## src/rtl/vector_uop_sequencer_if.sv

```systemverilog
// Instruction-in / micro-op-out bundle between decode, the uop sequencer and vector_lane.
// The slave modport is the sequencer side; the master modport is the decode/lane side.
// Widths follow the lane datapath parameters of the attached vector_lane.
interface vector_uop_sequencer_if #(
  parameter int LANES_DATA_WIDTH = 64,
  parameter int MICROOP_BIT      = 9
);
  localparam int MASK_W = LANES_DATA_WIDTH / 8;

  // control and instruction handshake
  logic                        flush;
  logic                        in_valid;
  logic                        in_ready;
  logic [MICROOP_BIT-1:0]      in_alu_op;
  logic [4:0]                  in_vs1;
  logic [4:0]                  in_vs2;
  logic [4:0]                  in_vd;
  logic [1:0]                  in_lmul;
  logic [1:0]                  in_op1_sel;
  logic                        in_masked;
  logic                        in_load;
  logic                        in_store;
  logic                        in_indexed;
  logic                        in_wb_en;
  logic                        in_mult;
  logic [LANES_DATA_WIDTH-1:0] in_immediate;
  logic [LANES_DATA_WIDTH-1:0] in_scalar;
  logic [2:0]                  in_sew;

  // lane side
  logic [LANES_DATA_WIDTH-1:0] vector_mask;
  logic                        stall;
  logic [MICROOP_BIT-1:0]      alu_op;
  logic [4:0]                  operand_1;
  logic [4:0]                  operand_2;
  logic [4:0]                  destination;
  logic [MASK_W-1:0]           mask_bits;
  logic                        masked_operation;
  logic                        load_operation;
  logic                        store_operation;
  logic                        indexed_memory_operation;
  logic                        write_back_enable;
  logic                        multiplication_flag;
  logic [LANES_DATA_WIDTH-1:0] operand_1_immediate;
  logic [LANES_DATA_WIDTH-1:0] operand_1_scalar;
  logic [2:0]                  sew_out;
  logic                        uop_valid;
  logic                        busy;
  logic                        instr_done;

  modport slave (
    input  flush, in_valid, in_alu_op, in_vs1, in_vs2, in_vd, in_lmul, in_op1_sel,
           in_masked, in_load, in_store, in_indexed, in_wb_en, in_mult,
           in_immediate, in_scalar, in_sew, vector_mask, stall,
    output in_ready, alu_op, operand_1, operand_2, destination, mask_bits,
           masked_operation, load_operation, store_operation, indexed_memory_operation,
           write_back_enable, multiplication_flag, operand_1_immediate, operand_1_scalar,
           sew_out, uop_valid, busy, instr_done
  );

  modport master (
    output flush, in_valid, in_alu_op, in_vs1, in_vs2, in_vd, in_lmul, in_op1_sel,
           in_masked, in_load, in_store, in_indexed, in_wb_en, in_mult,
           in_immediate, in_scalar, in_sew, vector_mask, stall,
    input  in_ready, alu_op, operand_1, operand_2, destination, mask_bits,
           masked_operation, load_operation, store_operation, indexed_memory_operation,
           write_back_enable, multiplication_flag, operand_1_immediate, operand_1_scalar,
           sew_out, uop_valid, busy, instr_done
  );
endinterface

```

## src/rtl/vector_uop_sequencer.sv

```systemverilog
// Expands one vector instruction into 1/2/4/8 lane micro-ops (one per group register).
// Latency: first micro-op registered one cycle after acceptance, then one per cycle.
// Backpressure: stall freezes all outputs; in_ready allows back-to-back with no bubble.
module vector_uop_sequencer #(
  parameter int LANES_DATA_WIDTH = 64,
  parameter int MICROOP_BIT      = 9
) (
  input logic clk,
  input logic rst,
  vector_uop_sequencer_if.slave bus
);
  localparam int W  = LANES_DATA_WIDTH;
  localparam int MB = LANES_DATA_WIDTH / 8;

  typedef enum logic {IDLE, ISSUE} state_t;

  typedef struct packed {
    logic [MICROOP_BIT-1:0] alu_op;
    logic [4:0]             vs1;
    logic [4:0]             vs2;
    logic [4:0]             vd;
    logic [1:0]             lmul;
    logic [1:0]             op1_sel;
    logic                   masked;
    logic                   load;
    logic                   store;
    logic                   indexed;
    logic                   wb_en;
    logic                   mult;
    logic [W-1:0]           immediate;
    logic [W-1:0]           scalar;
    logic [2:0]             sew;
  } instr_t;

  typedef struct packed {
    logic [MICROOP_BIT-1:0] alu_op;
    logic [4:0]             operand_1;
    logic [4:0]             operand_2;
    logic [4:0]             destination;
    logic [MB-1:0]          mask_bits;
    logic                   masked_operation;
    logic                   load_operation;
    logic                   store_operation;
    logic                   indexed_memory_operation;
    logic                   write_back_enable;
    logic                   multiplication_flag;
    logic [W-1:0]           immediate;
    logic [W-1:0]           scalar;
    logic [2:0]             sew;
  } uop_t;

  state_t     state, state_nxt;
  logic [2:0] idx, idx_nxt;
  instr_t     instr, instr_nxt, in_instr;
  uop_t       uop, uop_nxt;
  logic       uop_valid, valid_nxt;
  logic       instr_done, done_nxt;
  logic       last, fire, ready, accept;

  // index of the final micro-op of a register group
  function automatic logic [2:0] group_last(input logic [1:0] lmul);
    case (lmul)
      2'd0:    return 3'd0;
      2'd1:    return 3'd1;
      2'd2:    return 3'd3;
      default: return 3'd7;
    endcase
  endfunction

  // micro-op i of an instruction; register indices wrap modulo 32
  function automatic uop_t make_uop(input instr_t ins, input logic [2:0] i,
                                    input logic [W-1:0] mask);
    uop_t u;
    u = '0;
    u.alu_op      = ins.alu_op;
    // scalar/immediate sources keep vs1 fixed; selector 3 behaves as vector
    u.operand_1   = (ins.op1_sel == 2'd1 || ins.op1_sel == 2'd2) ? ins.vs1
                                                                 : ins.vs1 + {2'b00, i};
    u.operand_2   = ins.vs2 + {2'b00, i};
    u.destination = ins.vd + {2'b00, i};
    u.mask_bits   = ins.masked ? MB'(mask >> (int'(i) * MB)) : '1;
    u.masked_operation         = ins.masked;
    u.load_operation           = ins.load;
    u.store_operation          = ins.store;
    u.indexed_memory_operation = ins.indexed;
    u.write_back_enable        = ins.wb_en;
    u.multiplication_flag      = ins.mult;
    u.immediate   = (ins.op1_sel == 2'd2) ? ins.immediate : '0;
    u.scalar      = (ins.op1_sel == 2'd1) ? ins.scalar : '0;
    u.sew         = ins.sew;
    return u;
  endfunction

  // bubble: data/register fields hold, flags drop
  function automatic uop_t clear_flags(input uop_t u);
    uop_t r;
    r = u;
    r.masked_operation         = 1'b0;
    r.load_operation           = 1'b0;
    r.store_operation          = 1'b0;
    r.indexed_memory_operation = 1'b0;
    r.write_back_enable        = 1'b0;
    r.multiplication_flag      = 1'b0;
    return r;
  endfunction

  // gather the incoming instruction fields
  always_comb begin
    in_instr.alu_op    = bus.in_alu_op;
    in_instr.vs1       = bus.in_vs1;
    in_instr.vs2       = bus.in_vs2;
    in_instr.vd        = bus.in_vd;
    in_instr.lmul      = bus.in_lmul;
    in_instr.op1_sel   = bus.in_op1_sel;
    in_instr.masked    = bus.in_masked;
    in_instr.load      = bus.in_load;
    in_instr.store     = bus.in_store;
    in_instr.indexed   = bus.in_indexed;
    in_instr.wb_en     = bus.in_wb_en;
    in_instr.mult      = bus.in_mult;
    in_instr.immediate = bus.in_immediate;
    in_instr.scalar    = bus.in_scalar;
    in_instr.sew       = bus.in_sew;
  end

  assign last   = (idx == group_last(instr.lmul));
  assign fire   = uop_valid && !bus.stall;
  assign ready  = !bus.flush && (state == IDLE || (fire && last));
  assign accept = bus.in_valid && ready;

  // state, counter, held instruction and registered outputs
  always_ff @(posedge clk) begin
    if (rst) begin
      state         <= IDLE;
      idx           <= 3'd0;
      instr         <= '0;
      uop           <= '0;
      uop.mask_bits <= '1;
      uop_valid     <= 1'b0;
      instr_done    <= 1'b0;
    end else begin
      state      <= state_nxt;
      idx        <= idx_nxt;
      instr      <= instr_nxt;
      uop        <= uop_nxt;
      uop_valid  <= valid_nxt;
      instr_done <= done_nxt;
    end
  end

  // next state: flush beats acceptance, acceptance beats completion
  always_comb begin
    state_nxt = state;
    idx_nxt   = idx;
    instr_nxt = instr;
    if (bus.flush) begin
      state_nxt = IDLE;
      idx_nxt   = 3'd0;
    end else if (accept) begin
      state_nxt = ISSUE;
      idx_nxt   = 3'd0;
      instr_nxt = in_instr;
    end else if (fire) begin
      if (last) begin
        state_nxt = IDLE;
        idx_nxt   = 3'd0;
      end else begin
        idx_nxt = idx + 3'd1;
      end
    end
  end

  // next micro-op outputs; a stalled live micro-op keeps everything as is
  always_comb begin
    uop_nxt   = uop;
    valid_nxt = uop_valid;
    done_nxt  = 1'b0;
    if (bus.flush) begin
      uop_nxt   = clear_flags(uop);
      valid_nxt = 1'b0;
    end else begin
      done_nxt = fire && last;
      if (accept) begin
        uop_nxt   = make_uop(in_instr, 3'd0, bus.vector_mask);
        valid_nxt = 1'b1;
      end else if (fire && !last) begin
        uop_nxt = make_uop(instr, idx + 3'd1, bus.vector_mask);
      end else if (fire) begin
        uop_nxt   = clear_flags(uop);
        valid_nxt = 1'b0;
      end
    end
  end

  assign bus.in_ready                 = ready;
  assign bus.alu_op                   = uop.alu_op;
  assign bus.operand_1                = uop.operand_1;
  assign bus.operand_2                = uop.operand_2;
  assign bus.destination              = uop.destination;
  assign bus.mask_bits                = uop.mask_bits;
  assign bus.masked_operation         = uop.masked_operation;
  assign bus.load_operation           = uop.load_operation;
  assign bus.store_operation          = uop.store_operation;
  assign bus.indexed_memory_operation = uop.indexed_memory_operation;
  assign bus.write_back_enable        = uop.write_back_enable;
  assign bus.multiplication_flag      = uop.multiplication_flag;
  assign bus.operand_1_immediate      = uop.immediate;
  assign bus.operand_1_scalar         = uop.scalar;
  assign bus.sew_out                  = uop.sew;
  assign bus.uop_valid                = uop_valid;
  assign bus.busy                     = (state == ISSUE);
  assign bus.instr_done               = instr_done;
endmodule
```

## src/flat_wrapper.sv

```systemverilog
// flat-port wrapper written by rule: the top's interface ports become plain ports
module vector_uop_sequencer_flat 
#(
  parameter int LANES_DATA_WIDTH = 64,
  parameter int MICROOP_BIT      = 9
)
  (clk, rst, bus_flush, bus_in_valid, bus_in_alu_op, bus_in_vs1, bus_in_vs2, bus_in_vd, bus_in_lmul, bus_in_op1_sel, bus_in_masked, bus_in_load, bus_in_store, bus_in_indexed, bus_in_wb_en, bus_in_mult, bus_in_immediate, bus_in_scalar, bus_in_sew, bus_vector_mask, bus_stall, bus_in_ready, bus_alu_op, bus_operand_1, bus_operand_2, bus_destination, bus_mask_bits, bus_masked_operation, bus_load_operation, bus_store_operation, bus_indexed_memory_operation, bus_write_back_enable, bus_multiplication_flag, bus_operand_1_immediate, bus_operand_1_scalar, bus_sew_out, bus_uop_valid, bus_busy, bus_instr_done);
  vector_uop_sequencer_if #(.LANES_DATA_WIDTH(LANES_DATA_WIDTH), .MICROOP_BIT(MICROOP_BIT)) bus_i ();
  input logic clk;
  input logic rst;
  input wire logic [$bits(bus_i.flush)-1:0] bus_flush;
  input wire logic [$bits(bus_i.in_valid)-1:0] bus_in_valid;
  input wire logic [$bits(bus_i.in_alu_op)-1:0] bus_in_alu_op;
  input wire logic [$bits(bus_i.in_vs1)-1:0] bus_in_vs1;
  input wire logic [$bits(bus_i.in_vs2)-1:0] bus_in_vs2;
  input wire logic [$bits(bus_i.in_vd)-1:0] bus_in_vd;
  input wire logic [$bits(bus_i.in_lmul)-1:0] bus_in_lmul;
  input wire logic [$bits(bus_i.in_op1_sel)-1:0] bus_in_op1_sel;
  input wire logic [$bits(bus_i.in_masked)-1:0] bus_in_masked;
  input wire logic [$bits(bus_i.in_load)-1:0] bus_in_load;
  input wire logic [$bits(bus_i.in_store)-1:0] bus_in_store;
  input wire logic [$bits(bus_i.in_indexed)-1:0] bus_in_indexed;
  input wire logic [$bits(bus_i.in_wb_en)-1:0] bus_in_wb_en;
  input wire logic [$bits(bus_i.in_mult)-1:0] bus_in_mult;
  input wire logic [$bits(bus_i.in_immediate)-1:0] bus_in_immediate;
  input wire logic [$bits(bus_i.in_scalar)-1:0] bus_in_scalar;
  input wire logic [$bits(bus_i.in_sew)-1:0] bus_in_sew;
  input wire logic [$bits(bus_i.vector_mask)-1:0] bus_vector_mask;
  input wire logic [$bits(bus_i.stall)-1:0] bus_stall;
  output wire logic [$bits(bus_i.in_ready)-1:0] bus_in_ready;
  output wire logic [$bits(bus_i.alu_op)-1:0] bus_alu_op;
  output wire logic [$bits(bus_i.operand_1)-1:0] bus_operand_1;
  output wire logic [$bits(bus_i.operand_2)-1:0] bus_operand_2;
  output wire logic [$bits(bus_i.destination)-1:0] bus_destination;
  output wire logic [$bits(bus_i.mask_bits)-1:0] bus_mask_bits;
  output wire logic [$bits(bus_i.masked_operation)-1:0] bus_masked_operation;
  output wire logic [$bits(bus_i.load_operation)-1:0] bus_load_operation;
  output wire logic [$bits(bus_i.store_operation)-1:0] bus_store_operation;
  output wire logic [$bits(bus_i.indexed_memory_operation)-1:0] bus_indexed_memory_operation;
  output wire logic [$bits(bus_i.write_back_enable)-1:0] bus_write_back_enable;
  output wire logic [$bits(bus_i.multiplication_flag)-1:0] bus_multiplication_flag;
  output wire logic [$bits(bus_i.operand_1_immediate)-1:0] bus_operand_1_immediate;
  output wire logic [$bits(bus_i.operand_1_scalar)-1:0] bus_operand_1_scalar;
  output wire logic [$bits(bus_i.sew_out)-1:0] bus_sew_out;
  output wire logic [$bits(bus_i.uop_valid)-1:0] bus_uop_valid;
  output wire logic [$bits(bus_i.busy)-1:0] bus_busy;
  output wire logic [$bits(bus_i.instr_done)-1:0] bus_instr_done;
  assign bus_i.flush = bus_flush;
  assign bus_i.in_valid = bus_in_valid;
  assign bus_i.in_alu_op = bus_in_alu_op;
  assign bus_i.in_vs1 = bus_in_vs1;
  assign bus_i.in_vs2 = bus_in_vs2;
  assign bus_i.in_vd = bus_in_vd;
  assign bus_i.in_lmul = bus_in_lmul;
  assign bus_i.in_op1_sel = bus_in_op1_sel;
  assign bus_i.in_masked = bus_in_masked;
  assign bus_i.in_load = bus_in_load;
  assign bus_i.in_store = bus_in_store;
  assign bus_i.in_indexed = bus_in_indexed;
  assign bus_i.in_wb_en = bus_in_wb_en;
  assign bus_i.in_mult = bus_in_mult;
  assign bus_i.in_immediate = bus_in_immediate;
  assign bus_i.in_scalar = bus_in_scalar;
  assign bus_i.in_sew = bus_in_sew;
  assign bus_i.vector_mask = bus_vector_mask;
  assign bus_i.stall = bus_stall;
  assign bus_in_ready = bus_i.in_ready;
  assign bus_alu_op = bus_i.alu_op;
  assign bus_operand_1 = bus_i.operand_1;
  assign bus_operand_2 = bus_i.operand_2;
  assign bus_destination = bus_i.destination;
  assign bus_mask_bits = bus_i.mask_bits;
  assign bus_masked_operation = bus_i.masked_operation;
  assign bus_load_operation = bus_i.load_operation;
  assign bus_store_operation = bus_i.store_operation;
  assign bus_indexed_memory_operation = bus_i.indexed_memory_operation;
  assign bus_write_back_enable = bus_i.write_back_enable;
  assign bus_multiplication_flag = bus_i.multiplication_flag;
  assign bus_operand_1_immediate = bus_i.operand_1_immediate;
  assign bus_operand_1_scalar = bus_i.operand_1_scalar;
  assign bus_sew_out = bus_i.sew_out;
  assign bus_uop_valid = bus_i.uop_valid;
  assign bus_busy = bus_i.busy;
  assign bus_instr_done = bus_i.instr_done;
  vector_uop_sequencer #(.LANES_DATA_WIDTH(LANES_DATA_WIDTH), .MICROOP_BIT(MICROOP_BIT)) u_core (.clk(clk), .rst(rst), .bus(bus_i));
endmodule
```

## config.mk

```make
export PLATFORM = sky130hd
export DESIGN_NAME = vector_uop_sequencer_flat
export DESIGN_NICKNAME = d
export VERILOG_FILES = /design/src/rtl/vector_uop_sequencer_if.sv /design/src/rtl/vector_uop_sequencer.sv /design/src/flat_wrapper.sv
export SDC_FILE = /design/constraint.sdc
export NUM_CORES = 1
export LEC_CHECK = 0
export CORE_MARGIN = 4
export CORE_UTILIZATION = 51
export DETAILED_ROUTE_END_ITERATION = 10
export MAX_ROUTING_LAYER = met4
export PLACE_DENSITY = 0.89
export SLEW_MARGIN = 20
export SYNTH_ARGS = -nofsm -noshare
export SYNTH_HDL_FRONTEND = slang
export SYNTH_SLANG_ARGS = --single-unit
```

## constraint.sdc

```tcl
create_clock -name clk -period 5.1 [get_ports clk]
set_clock_uncertainty 0.1 [all_clocks]
set_input_delay 0.765 -clock clk [delete_from_list [all_inputs] [get_ports clk]]
set_output_delay 0.765 -clock clk [all_outputs]
set_load 0.005 [all_outputs]
```

## Word level (Yosys, flattened, before mapping)

Index checks and enable logic that the tools add are counted.

| cells by class | value |
|---|---|
| $add $sub $neg | 4 |
| equality and inequality tests | 8 |
| shift-type cells | 1 |
| muxes and demuxes | 18 |
| bitwise gates (word level) | 2 |
| reductions and logical operators | 21 |

Operators with widths:

| cell | count |
|---|---|
| 2-to-1 mux 169 bit | 2 |
| 2-to-1 mux 64 bit | 4 |
| 2-to-1 mux 137 bit | 1 |
| >> shifter 64 x 6 -> 8 bit | 1 |
| 2-to-1 mux 8 bit | 2 |
| adder 5 x 3 -> 5 bit | 3 |
| one-hot mux 3 bit (3 select lines) | 1 |
| AND reduction 2 bit | 4 |
| == test 2 x 1 -> 1 bit (second input constant) | 3 |
| == test 2 bit (second input constant) | 3 |
| 2-to-1 mux 1 bit | 6 |
| nonzero test 2 bit | 3 |
| logical AND 1 bit | 5 |
| 2-to-1 mux 5 bit | 1 |
| adder 3 x 1 -> 3 bit (second input constant) | 1 |
| == test 3 bit | 1 |
| logical NOT 1 bit | 3 |
| 2-to-1 mux 3 bit | 1 |
| nonzero test 3 bit | 1 |
| OR reduction 3 bit | 1 |
| logical NOT 2 bit | 1 |
| logical OR 1 bit | 2 |
| != test 2 x 1 -> 1 bit (second input constant) | 1 |
| NOT 1 bit | 2 |
| OR reduction 2 bit | 1 |

| word-level totals | value |
|---|---|
| register bits | 340 |
| output and inout port bits | 173 |
| logic and storage cells | 87 |

## Longest topological paths before layout

| depth | value |
|---|---|
| depth in word-level cells | 9 |
| depth in mapped cells | 10 |
| mapped depth without buffers | 9 |

## Worst setup path after synthesis

OpenSTA, ideal clock, no wires.

| timing | value |
|---|---|
| path type | register to register |
| start | register u_core.idx[1] |
| end | register u_core.uop (netlist bit u_core.bus.operand_1[4]) |
| arrival time | 2.467 ns |
| slack | 2.402 ns |
| cell stages (with the launch flop) | 11 |
| buffers on the path | 2 |
| period minus slack after synthesis | 2.698 ns |
| cell sequence | dfxtp_1 > ha_1 > clkbuf_1 > buf_1 > inv_1 > fa_1 > nor2b_1 > o211ai_1 > xnor2_1 > mux2i_1 > o22ai_1 |

| between the ends | value |
|---|---|
| cells in the longest elaborated chain, start to end | 7 |

RTL lines:

| item | RTL line | text |
|---|---|---|
| from (decl) | vector_uop_sequencer.sv:53 | `logic [2:0] idx, idx_nxt;` |
| from (signal assigned) | vector_uop_sequencer.sv:143 | `idx <= idx_nxt;` |
| branches (longest 7 deep; another with adder 5 x 3 -> 5 bit) | -- |  |
| to (signal assigned) | vector_uop_sequencer.sv:145 | `uop <= uop_nxt;` |
| to (decl) | vector_uop_sequencer.sv:55 | `uop_t uop, uop_nxt;` |

Several ways; the timed one is not identified. The select of a mux whose other input is x is not followed.
A chain may end at the register's enable or synchronous reset.

## Worst setup path in the final report

| timing | value |
|---|---|
| start | register u_core.idx[2] |
| end | output port bus_in_ready |

| between the ends | value |
|---|---|
| cells in the longest elaborated chain, start to end | 4 |

RTL lines:

| item | RTL line | text |
|---|---|---|
| == test 3 bit | vector_uop_sequencer.sv:126 | `assign last = (idx == group_last(instr.lmul));` |
| logical AND 1 bit | vector_uop_sequencer.sv:128 | `assign ready = !bus.flush && (state == IDLE \|\| (fire && last));` |
| logical OR 1 bit | vector_uop_sequencer.sv:128 |  |
| logical AND 1 bit | vector_uop_sequencer.sv:128 |  |
| to (decl) | flat_wrapper.sv:30 | `output wire logic [$bits(bus_i.in_ready)-1:0] bus_in_ready;` |

Every way passes these cells.

==> results.md <==
* Cell with the most instances after synthesis: nand2_1
* Share of layout cells above drive strength 1 at 6.43%
* Syn Nets at 1893
* Crit path DAT at 2.57 ns
* Die height at 173 µm
* GRT Resource Usage Total at 31.7%
* Synth area leader: dfxtp_1
* Largest net degree at the start of global routing at 88
* Synthesized area at 14000 µm²
* Synthesized area per cell at 8.49 µm²
* # setup viols final at 0
* Die area at 30100 µm²
* Total grt overflow at 0
* Max-slew headroom at 24.9%
* TritonRoute pass-1 iters at 6
* FP Rows at 60
* First-pass GRT wire length at 76.4 mm
* DP Wirelength at 31.6 mm
* Cell count after synthesis at 1644
* Antenna violations before repair at 5
* Initial Utilization at 51.8%
* Clock buffer depth at 3
* Final TNS setup at 0 ns
* Core Box Area at 27000 µm²
* #FFs+latches synth at 340
* WP data required at 4.24 ns
* Avg WL per Cell at 21.0 µm
* Clock period minus worst slack at 3.44 ns
* Total power at 6490 µW
* PortBufs at 406
* Leak at 0.00704 µW
* Worst skew pair latency at 0.51 ns
* Synth warn at 0
* Most frequent cells after synthesis: 355 x nand2_1, 340 x dfxtp_1, 172 x a21oi_1
* FF/Latch Area at 6810 µm²
* Top Ports at 407
* DR iter-0 viols at 1688
* R2R Setup Slk at 1.74 ns
* Synth top area share at 48.8%
* Post-route ant nets at 0
* CTS clk-pin slew, worst paths at 0.06 ns
* Kind of start point of the critical path: register
* CTS buffer count at 36
* F_max at 291 MHz
* Final Slew Violations at 0
* Clk sinks at 340
* Crit path capture type: output pin
* Die X at 173 µm
* Main synth FF type: dfxtp_1
* Vias in the first global route at 14093
* Final nets at 2214
* Tightest Pin Transition at 1.13 ns
* Critical path fanouts, max at 9
* Worst ir drop on vdd at 0.000242 V
* Fill cell count at 1879
* Area contributors post-synth: dfxtp_1 49%, nand2_1 9.6%, a221oi_1 7.3%, a21oi_1 6.2%, o21ai_0 5.3%
* Worst hold path class: register to register
* CTS-repair resized insts at 0
* CTS root buf: clkbuf_16
* Hold Buf Count CTS at 0
* Period utilisation layout at 67.4%
* CTS tree: yes
* PD cells at 334 nW/µm²
* Vias/cell at 6.12
* Fraction of registers with async set/reset at 0%
* WS Path Type: register to output pin
* Area growth syn-to-layout at 39.1%
* Multi-input logic area at 6560 µm²
* Post-synthesis cell type count at 52
* Residual DRC count at 0
* Outcome: finished, final reports clean
* RSZ-0062 raised after global routing: false
* Postcts setup bufs at 0
* Number of synthesized flops with an enable pin at 0
* Register area share after synthesis at 48.8%
* Vias at 14292
* Final Hold Viols at 0
* Max-cap violations at 0
* GP Congestion at 0.872
* Drt total wl at 49.0 mm
* H-tree depth at 2
-- cell type report --
type / instances / share of cell area [%]
clock buffer: 57 / 5.78
tap: 341 / 2.20
antenna: 5 / 0.0645
inverter: 12 / 0.239
multi-input combinational: 1145 / 33.8
sequential: 340 / 35.1
clock inverter: 6 / 0.683
timing repair buffer: 430 / 22.2
-- critical path: stages, from the launching register on --
cell and delay [ns]:
dfxtp_1 0.42, nor4b_2 0.46, a311o_1 0.29, o221ai_1 0.19, nor2_1 0.14, clkdlybuf4s50_1 0.57
-- cell usage in the layout (no fill, tap or decap), types with 3 or more instances in the layout --
master / instances
nor4_4: 3
inv_1: 11
dfxtp_1: 339
a221oi_1: 116
diode_2: 5
clkbuf_1: 8
a221oi_2: 11
bufinv_16: 4
o22ai_1: 10
mux2i_1: 27
a21oi_1: 172
xnor2_1: 8
buf_12: 5
mux4_2: 16
a31oi_1: 13
o21ai_0: 147
clkdlybuf4s50_1: 405
and3_1: 8
nand2_1: 354
nand3_1: 18
clkbuf_16: 37
fa_1: 3
nor2b_1: 5
buf_4: 19
nor2_1: 160
clkbuf_8: 12
a211oi_1: 20
ha_1: 12
-- routing by layer --
layer	part of all wire (%)	track usage [%]
met5	0	-
met4	4.5	13.3
met3	10	7.02
met2	47	49.8
met1	39	39.6
-- power breakdown --
part           internal, µW  switching [µW]
clock                  1710            1050
sequential             2800            89.2
combinational           438             407
-- registers in the layout (all words and copies together), names as in the netlist, 3 cells and up --
name / flops
u_core.bus.operand_1: 5
u_core.idx: 3
u_core.bus.sew_out: 3
u_core.bus.operand_2: 5
u_core.bus.operand_1_immediate: 64
u_core.instr: 165
u_core.bus.mask_bits: 8
u_core.bus.alu_op: 9
u_core.bus.operand_1_scalar: 64
u_core.bus.destination: 5
-- stage by stage --
| step | hold WS (ns) | area [µm²] | utilization (%) | instances | setup slack, ns |
|---|---|---|---|---|---|
| after global routing | 0.370 | 19400 | 72.0 | 2336 | 1.51 |
| after detailed placement | 0.347 | 18100 | 67.3 | 2268 | 1.41 |
| after global placement | 0.341 | 18100 | 67.3 | 2268 | 1.55 |
| final | 0.356 | 19400 | 72.0 | 2336 | 1.66 |
| after CTS | 0.356 | 19400 | 72.0 | 2331 | 1.63 |
| after floorplan | 0.336 | 14000 | - | 1644 | 2.40 |
-- logic make-up (layout without fill, tap and decap cells) --
logic type,Yosys count,count (layout),synth area share [%]
other,0,5,0
and+or+nand+nor,572,572,16.9
adders and majority gates,15,15,1.51
AOI/OAI and AO/OA,503,503,22.9
DFF,340,340,48.8
muxes,44,44,4.60
xor gates and xnor gates,11,11,0.691
buffers and inverters,159,505,4.67
-- path summary, 6_finish.rpt --
| check | startpoint | endpoint | cells after the start |
|---|---|---|---|
| worst max-delay path | u_core.idx[2] | bus_in_ready | 5 |
| worst min-delay path | u_core.instr[59] | u_core.instr[59] | 2 |
| worst max register to register | u_core.idx[0] | u_core.bus.operand_1[4] | 9 |
| worst min register to register | u_core.instr[59] | u_core.instr[59] | 2 |
Note: power is estimated with default switching activity, not from simulation.
